==> config.mk <==
export PLATFORM = sky130hd
export DESIGN_NAME = bfifo_pad_strip
export DESIGN_NICKNAME = d
export VERILOG_FILES = /design/src/rtl/bfifo_pad_strip.sv
export SDC_FILE = /design/constraint.sdc
export NUM_CORES = 1
export LEC_CHECK = 0
export ABC_CLOCK_PERIOD_IN_PS = 2800
export BUFFER_PORTS_ARGS = -buffer_cell sky130_fd_sc_hd__buf_2
export CAP_MARGIN = 20
export CORE_ASPECT_RATIO = 1.5
export CORE_MARGIN = 3
export CORE_UTILIZATION = 30
export CTS_CLUSTER_DIAMETER = 100
export CTS_CLUSTER_SIZE = 28
export DETAILED_ROUTE_END_ITERATION = 16
export GPL_ROUTABILITY_DRIVEN = 0
export GPL_TIMING_DRIVEN = 0
export SLEW_MARGIN = 20
export SYNTH_ARGS = -nofsm -noshare
export SYNTH_HDL_FRONTEND = slang
export SYNTH_SLANG_ARGS = --single-unit
==> constraint.sdc <==
create_clock -name clk -period 2.8 [get_ports clk]
set_input_delay 0.56 -clock clk [delete_from_list [all_inputs] [get_ports clk]]
set_output_delay 0.56 -clock clk [all_outputs]
set_load 0.01 [all_outputs]
==> src/rtl/bfifo_pad_strip.sv <==
// Reader-side pad stripper for the block FIFO.
// Takes a per-CTB header {real count, pad count} followed by the padded beat
// stream, forwards the real beats with zero latency and silently swallows the
// trailing pad beats. Length mismatches against in_last are flagged sticky.
module bfifo_pad_strip #(
   parameter int DW     = 8,
   parameter int DATA_W = 64,
   parameter int CNT_W  = 8
) (
   input  logic              clk,
   input  logic              rst,
   input  logic              hdr_valid,
   output logic              hdr_ready,
   input  logic [CNT_W-1:0]  hdr_real_cnt,
   input  logic [DW-1:0]     hdr_pad_cnt,
   input  logic              in_valid,
   output logic              in_ready,
   input  logic [DATA_W-1:0] in_data,
   input  logic              in_last,
   output logic              out_valid,
   input  logic              out_ready,
   output logic [DATA_W-1:0] out_data,
   output logic              out_last,
   output logic              busy,
   output logic              err_len,
   output logic [15:0]       drop_total
);

   localparam logic [1:0] IDLE = 2'd0;
   localparam logic [1:0] PASS = 2'd1;
   localparam logic [1:0] DROP = 2'd2;

   logic [1:0]       state;
   logic [CNT_W-1:0] real_rem;
   logic [DW-1:0]    pad_rem;
   logic             in_fire;
   logic             beat_final;

   // Handshake steering: pass-through in PASS, unconditional sink in DROP.
   always_comb begin
      hdr_ready  = 1'b0;
      in_ready   = 1'b0;
      out_valid  = 1'b0;
      out_last   = 1'b0;
      beat_final = 1'b0;
      out_data   = in_data;
      busy       = (state != IDLE);
      case (state)
         IDLE: hdr_ready = 1'b1;
         PASS: begin
            in_ready   = out_ready;
            out_valid  = in_valid;
            out_last   = (real_rem == CNT_W'(1));
            beat_final = (real_rem == CNT_W'(1)) && (pad_rem == '0);
         end
         DROP: begin
            in_ready   = 1'b1;
            beat_final = (pad_rem == DW'(1));
         end
         default: ;
      endcase
      in_fire = in_valid && in_ready;
   end

   // CTB sequencing: counts come from the header, never from in_last.
   always_ff @(posedge clk) begin
      if (rst) begin
         state      <= IDLE;
         real_rem   <= '0;
         pad_rem    <= '0;
         drop_total <= '0;
      end else begin
         case (state)
            IDLE: begin
               if (hdr_valid) begin
                  real_rem <= hdr_real_cnt;
                  pad_rem  <= hdr_pad_cnt;
                  if (hdr_real_cnt != '0)
                     state <= PASS;
                  else if (hdr_pad_cnt != '0)
                     state <= DROP;
               end
            end
            PASS: begin
               if (in_fire) begin
                  real_rem <= real_rem - CNT_W'(1);
                  if (real_rem == CNT_W'(1))
                     state <= (pad_rem != '0) ? DROP : IDLE;
               end
            end
            DROP: begin
               if (in_fire) begin
                  pad_rem <= pad_rem - DW'(1);
                  if (drop_total != '1)
                     drop_total <= drop_total + 16'd1;
                  if (pad_rem == DW'(1))
                     state <= IDLE;
               end
            end
            default: state <= IDLE;
         endcase
      end
   end

   // Sticky length error: in_last must coincide exactly with the final beat.
   always_ff @(posedge clk) begin
      if (rst)
         err_len <= 1'b0;
      else if (in_fire && (beat_final != in_last))
         err_len <= 1'b1;
   end

endmodule

==> impl_results.md, run 1 <==
* Status: finished clean
* Worst r2r dst: pad_rem[4]
* Critical Path AT at 1.78 ns
* Drt pass-1 iters at 4
* CTS root buffer: clkbuf_16
* Syn. warnings at 0
* Vias post-DR at 2844
* Critical path class: reg -> out
* Smallest hold slack at 0.487 ns
* Total of max-cap violations at 0
* Worst Clk Skew at 0.00349 ns
* Main combinational cell family by area after synthesis: simple AND/OR/NAND/NOR gates
* Sink Count at 35
* Seq/Total Area, Yosys at 25.8%
* GRT Total Usage at 14.4%
* Type of origin of the critical path: flip-flop
* Peak supply drop at 0.323 mV
* Area share of fa/ha/maj cells after synthesis at 4.60%
* Compound-cell area share of the yosys netlist at 17.8%
* Endpoints failing setup at 0
* Reg2reg setup slack at 0.72 ns
* Max-slew headroom at 61.3%
* CTS tree: done
* H-tree levels at 2
* Post-synth ARST share at 0%
* Mapped Avg Cell Area at 7.66 um2
* WHS Path Cells at 2
* P_leak at 1.62 nW
* Worst Min Path Start: real_rem[7]
* Pwr Total at 2.54 mW
* Largest cells by area after synthesis: dfxtp_1 (26%), buf_4 (18%), ha_1 (4.6%), nor2_1 (4.4%), a21oi_1 (3.7%)
* ANT nets after route at 0
* Endpoints failing hold at 0
* Worst Hold End: real_rem[7]
* Top FF cell, synth: dfxtp_1
* Synthesized net count at 451
* Starting DRT DRC Count at 128
* Port bufs at 106
* Chip Width at 83.7 um
* Reg2reg start: state[1]
* Footprint of the multi-input gates at 1410 um2
* Worst reg2reg path depth at 8
* Clk buf depth at 2
* First-pass GRT wire length at 12300 um
* Worst-margin pin slew at 0.580 ns
* IO Count at 172
* FILL cells at 889
* Initial Util at 31.5%
* DIE AREA at 10300 um2
* Area growth, synth to finish at 29.6%
* Power density over cell area at 720 nW/um2
* Post-DP HPWL at 6300 um
* PostCTS Resize Cnt at 0
* DIE HEIGHT at 123 um
* Simple-gate area share of the yosys netlist at 23.2%
* Distinct cell type count after synthesis at 52
* Post-synth top area share at 25.8%
* Nets at 564
* EDFF count, synth at 0
* Post-Syn Area at 2720 um2
* Largest net degree at the start of global routing at 12
* Via density at 4.94
* FMAX at 427 MHz
* CORE AREA at 8620 um2
* Hold buffer count at CTS at 0
* Initial antenna violation count at 0
* Worst Path Required at 2.24 ns
* Period utilization at 83.7%
* Share of cells above drive strength 1 at 41.2%
* Clk_lat worst skew at 0.28 ns
* RSZ-0062 raised after global routing: false
* Register Area at 701 um2
* Layout Utilization at 40.9%
* Total CTS buffers at 5
* Vias in the first global route at 2704
* Drt drc at 0
* Clock-pin slew on the worst setup and hold paths at 0.05 ns
* Post-CTS setup buffers at 0
* Synth Area in XOR/XNOR at 4.51%
* Routed len/inst at 13.4 um
* Mux share of post-synthesis cell area at 1.56%
* WL final at 7710 um
* Final slew viol count at 0
* Worst Setup End Kind: output pin
* Mapped Cells at 355
* # diodes at 0
* Rows at 41
* Global route overflow at 0
* Seq cells post-synth at 35
* Post-synth top area cell: dfxtp_1
* Final setup TNS at 0 ns
* Crit path time final at 2.34 ns
* Hold WC Path Type: reg -> reg
* Critical path peak fanout at 4
==> registers in the layout, summed over array words and instances, names as in the netlist <==
register	count
drop_total	16
pad_rem	8
real_rem	8
state	2
err_len	1
==> per-stage QoR <==
step,setup slack [ns],std cells,cell area [um2]
6_report,0.456,576,3520
5_1_grt,0.385,576,3520
4_1_cts,0.478,576,3520
3_5_place_dp,0.746,568,3380
3_3_place_gp,0.782,568,3380
2_1_floorplan,0.995,355,2720
==> worst max-delay path by stage <==
stage	to	slack (ns)	start
4_1_cts	out_last	0.48	real_rem[4]
5_1_grt	out_last	0.39	real_rem[4]
3_5_place_dp	pad_rem[4]	0.75	state[1]
6_report	out_last	0.46	real_rem[4]
2_1_floorplan	out_last	1.0	real_rem[4]
3_3_place_gp	pad_rem[4]	0.78	state[1]
==> layer usage <==
metal	GRT usage [%]	part of all wire (%)	up-vias
met3	4.30	10	14
met5	0	0	-
met2	27.2	51	155
li1	-	-	1398
met4	6.14	2.3	0
met1	14.5	36	1277
==> report_power, final <==
group | total, mW | switching [mW] | leakage [nW] | internal [mW]
Combinational | 1.29 | 0.756 | 1.27 | 0.532
Clock | 0.534 | 0.207 | 0.0669 | 0.328
Sequential | 0.716 | 0.112 | 0.285 | 0.604
==> cells in the mapped netlist, drive strengths merged, types with 2 or more instances <==
library cell / count
a21o: 3
nor2b: 7
a21boi: 4
a211oi: 6
nand2b: 2
o22ai: 3
mux2: 2
dfxtp: 35
xor2: 3
o21ai: 17
ha: 10
nor3: 9
a21oi: 21
o211ai: 5
and3: 3
and4: 2
a22oi: 2
clkbuf: 9
nor4: 8
mux2i: 2
nand3: 16
inv: 15
xnor2: 11
o32ai: 2
nor2: 32
nand4: 9
nand2: 26
and2: 4
buf: 69
==> layout by cell type (no fill, tap or decap), types with 5 or more instances in the layout <==
| cell | netlist | routed |
|---|---|---|
| buf_2 | 3 | 109 |
| o21ai_0 | 17 | 17 |
| dfxtp_1 | 35 | 35 |
| inv_1 | 15 | 15 |
| clkbuf_1 | 9 | 10 |
| xnor2_1 | 11 | 11 |
| nand2_1 | 26 | 26 |
| buf_4 | 64 | 64 |
| nand3_1 | 16 | 16 |
| nor2b_1 | 7 | 7 |
| nand4_1 | 9 | 9 |
| nor2_1 | 32 | 32 |
| a21oi_1 | 20 | 20 |
| nor3_1 | 8 | 8 |
| clkbuf_16 | 0 | 5 |
| a211oi_1 | 6 | 6 |
| o211ai_1 | 5 | 5 |
| ha_1 | 10 | 10 |
| nor4_1 | 7 | 7 |
==> worst max-delay path, cell delays in order (launching register included) <==
cell and delay, ns:
dfxtp_1 0.33, or4_4 0.52, nor3_1 0.30, and3_1 0.22
buf_2 0.13
==> layout make-up <==
| cell class | count | share of cell area [%] |
|---|---|---|
| Multi-Input combinational cell | 226 | 39.9 |
| Sequential cell | 35 | 19.9 |
| Buffer | 78 | 15.7 |
| Timing Repair Buffer | 106 | 15.1 |
| Tap cell | 107 | 3.80 |
| Clock buffer | 6 | 3.66 |
| Inverter | 16 | 1.70 |
| Clock inverter | 2 | 0.355 |
==> cell families (layout without fill, tap and decap cells) <==
group / Yosys count / in the layout
and+or+nand+nor: 124 / 124
buffers and inverters: 94 / 208
AOI/OAI and AO/OA: 74 / 74
DFF: 35 / 35
xor gates and xnor gates: 14 / 14
adders and majority gates: 10 / 10
muxes: 4 / 4
Note: power is estimated with default switching activity, not from simulation.
==> run 2, diff against run 1 <==
--- a/config.mk
+++ b/config.mk
@@ -5,7 +5,8 @@
 export SDC_FILE = /design/constraint.sdc
 export NUM_CORES = 1
 export LEC_CHECK = 0
-export ABC_CLOCK_PERIOD_IN_PS = 2800
+export ABC_AREA = 1
+export ABC_CLOCK_PERIOD_IN_PS = 2000
 export BUFFER_PORTS_ARGS = -buffer_cell sky130_fd_sc_hd__buf_2
 export CAP_MARGIN = 20
 export CORE_ASPECT_RATIO = 1.5
==> constraint.sdc (replaced) <==
create_clock -name clk -period 2 [get_ports clk]
set_input_delay 0.4 -clock clk [delete_from_list [all_inputs] [get_ports clk]]
set_output_delay 0.4 -clock clk [all_outputs]
set_load 0.01 [all_outputs]
==> run 2 against run 1 <==
  * Wire length grew 4.5%
  * First-iteration DRC count shrank 27%
  * Synthesized cell count grew 18%
  * Combinational power grew 37%
  * Non-clock buffer count is the same
  * Largest cell class unchanged
  * Largest power group unchanged
==> impl_results.md, run 2 <==
* Post-synth top area share at 24.9% (-0.90 points)
* Seq cells post-synth at 35 (unchanged)
* Pwr Total at 3.68 mW (+45%)
* Clock-pin slew on the worst setup and hold paths at 0.06 ns (about the same)
* Main combinational cell family by area after synthesis: simple AND/OR/NAND/NOR gates
* Total CTS buffers at 5 (unchanged)
* Fin area at 3770 um2 (+7.0%)
* Rows at 42 (+2.4%)
* Synthesized net count at 515 (+14%)
* Hold buffer count at CTS at 0 (unchanged)
* Worst Setup End Kind: output pin
* Seq/Total Area, Yosys at 24.9% (-0.90 points)
* Reg2reg start: state[1]
* Post-synth top area cell: dfxtp_1
* Final setup TNS at 0 ns (unchanged)
* Most common cell after layout, fill and taps aside: buf_2
* Initial Util at 31.4% (-0.19 points)
* CTS tree: done
* Compound-cell area share of the yosys netlist at 15.9% (-2.0 points)
* Crit path time final at 1.91 ns
* Port bufs at 107 (+0.94%)
* H-tree levels at 2 (unchanged)
* Clk_lat worst skew at 0.28 ns (about the same)
* Final Instance Count excl. Fillers at 648 (+13%)
* Worst path slowest cell: dfxtp_2
* Distinct cell type count after synthesis at 37 (-29%)
* Reg2reg setup slack at 0.13 ns (-0.59 ns)
* Critical path class: reg -> out
* Hold WC Path Type: in -> reg
* Vias post-DR at 3015 (+6.0%)
* Status: finished clean
* Cells after DPL at 636 (+12%)
* Nets at 633 (+12%)
* Power density over cell area at 975 nW/um2 (+35%)
* Largest net degree at the start of global routing at 12 (unchanged)
* Endpoints failing setup at 0 (unchanged)
* FMAX at 524 MHz
* Smallest hold slack at 0.388 ns (-0.0991 ns)
* Post-Syn Area at 2820 um2 (+3.6%)
* Post-DP HPWL at 6370 um (+1.1%)
* Worst Hold End: pad_rem[1]
* Simple-gate area share of the yosys netlist at 26.8% (+3.6 points)
* Max-slew headroom at 55.9% (-5.5 points)
* Slowest stage delay, CP at 0.34 ns (-0.18 ns)
* Mux share of post-synthesis cell area at 0% (-1.6 points)
* WHS Path Cells at 2 (unchanged)
* Vias in the first global route at 2898 (+7.2%)
* CTS root buffer: clkbuf_16
* Syn. warnings at 0 (unchanged)
* Worst r2r dst: drop_total[7]
* Worst Min Path Start: rst
* Most frequent cells in the layout: buf_2 (107), nand2_1 (81), buf_4 (68)
* Drt drc at 0 (unchanged)
* EDFF count, synth at 0 (unchanged)
* Chip Width at 85.1 um (+1.7%)
* Via density at 4.65 (-5.8%)
* Routed len/inst at 12.4 um (-7.1%)
* Cells along the critical path: inv_1 > ha_1 > inv_1 > nor3_2 > buf_2
* Post-synth ARST share at 0% (unchanged)
* Final slew viol count at 0 (unchanged)
* Crit. Startpoint: state[1]
* Mapped Avg Cell Area at 6.72 um2 (-12%)
* RSZ-0062 raised after global routing: true
* Worst Clk Skew at 0.00444 ns (+0.000953 ns)
* Global route overflow at 0 (unchanged)
* Sink Count at 35 (unchanged)
* Worst-margin pin slew at 0.662 ns (+0.0820 ns)
* Largest cells by area after synthesis: dfxtp_1 (25%), buf_4 (17%), nand2_1 (11%), nor2_1 (6.4%), inv_1 (5.2%)
* Placed inst area at 3490 um2 (+3.2%)
* Drt pass-1 iters at 5 (+1)
* Critical path peak fanout at 4 (unchanged)
* Initial antenna violation count at 0 (unchanged)
* Starting DRT DRC Count at 94 (-27%)
* Mapped Cells at 419 (+18%)
* GRT Total Usage at 14.6% (+0.25 points)
* Area growth, synth to finish at 33.9%
* Max reg flops at 16 (unchanged)
* Area share of fa/ha/maj cells after synthesis at 4.44% (-0.16 points)
* Clk buf depth at 2 (unchanged)
* DIE HEIGHT at 125 um (+1.7%)
* Crit-path most repeated cell: inv_1
* Top reg by flops: drop_total
* Period utilization at 95.4%
* CORE AREA at 8990 um2 (+4.3%)
* Critical Path AT at 1.51 ns (-0.27 ns)
* Top Registers: drop_total: 16 flops, pad_rem: 8 flops, real_rem: 8 flops
* First-pass GRT wire length at 12800 um (+4.4%)
* Worst reg2reg path depth at 12 (+4)
* Most frequent cells after synthesis: nand2_1 (81), buf_4 (65), nor2_1 (48)
* WL final at 8060 um (+4.5%)
* Top FF cell, synth: dfxtp_1
* Synth Area in XOR/XNOR at 3.11% (-1.4 points)
* Top-count cell post-synth: nand2_1
* DIE AREA at 10600 um2 (+3.4%)
* P_leak at 1.84 nW (+13%)
* Type of origin of the critical path: flip-flop
* Total of max-cap violations at 0 (unchanged)
* Worst Path Required at 1.60 ns (-0.64 ns)
* Share of cells above drive strength 1 at 41.8% (+0.67 points)
* # diodes at 0 (unchanged)
* IO Count at 172 (unchanged)
* Peak supply drop at 0.414 mV (+28%)
* Endpoints failing hold at 0 (unchanged)
* ANT nets after route at 0 (unchanged)
-- run 2: layout make-up --
class	instances	area [um2]
Fill cell	949	5210
Multi-Input combinational cell	267	1470
Sequential cell	35	708
Timing Repair Buffer	111	578
Buffer	73	538
Inverter	44	165
Clock buffer	6	139
Tap cell	110	138
Clock inverter	2	35.0
-- run 2: worst max path at each step --
stage | end | slack, ns | cells after the start
global route | drop_total[4] | -0.02 | 12
global placement | pad_rem[5] | 0.08 | 9
detailed placement | pad_rem[5] | 0.06 | 9
finish | out_last | 0.09 | 5
CTS | pad_rem[5] | 0.04 | 9
floorplan | drop_total[4] | 0.21 | 12
-- run 2: through the flow --
step | utilization (%) | worst slack [ns]
after floorplan | - | 0.213
after global placement | 38.8 | 0.0822
after detailed placement | 38.8 | 0.0608
after CTS | 40.8 | 0.0398
after global routing | 42.0 | -0.0194
final | 42.0 | 0.0920
-- run 2: per-layer routing --
| layer | vias up | global-route usage, % | wire length (um) |
|---|---|---|---|
| li1 | 1515 | - | - |
| met1 | 1336 | 14.6 | 2910 |
| met2 | 155 | 28.9 | 4350 |
| met3 | 9 | 2.65 | 672 |
| met4 | 0 | 5.31 | 123 |
| met5 | - | 0 | 0 |
-- run 2: where the power goes --
group          total (mW)  switching [mW]  internal (mW)  leakage (nW)
combinational        1.77            1.04          0.729          1.47
sequential          0.974           0.123          0.851         0.288
clock               0.933           0.313          0.620        0.0868
total                3.68            1.48           2.20          1.84
-- run 2: critical path: cells and delay by family (launching register included) --
family / cells / cell delay [ns]
fa+ha+maj: 1 / 0.25
flops: 1 / 0.34
simple gates: 1 / 0.21
buf+inv: 3 / 0.42
-- run 2: cells by family after synthesis --
logic type,after synthesis
adders and majority gates,10
buffers and inverters,117
and+or+nand+nor,173
DFF,35
xor gates and xnor gates,10
AOI/OAI and AO/OA,74
-- run 2: what timing repair did --
| item | CTS | global route |
|---|---|---|
| buffers inserted | 0 | 4 |
| gates resized for setup | 1 | 15 |
| pin swaps | 0 | 3 |
| setup endpoints to repair | 1 | 23 |
| hold endpoints to repair | 0 | 0 |
| cloned | 0 | 0 |
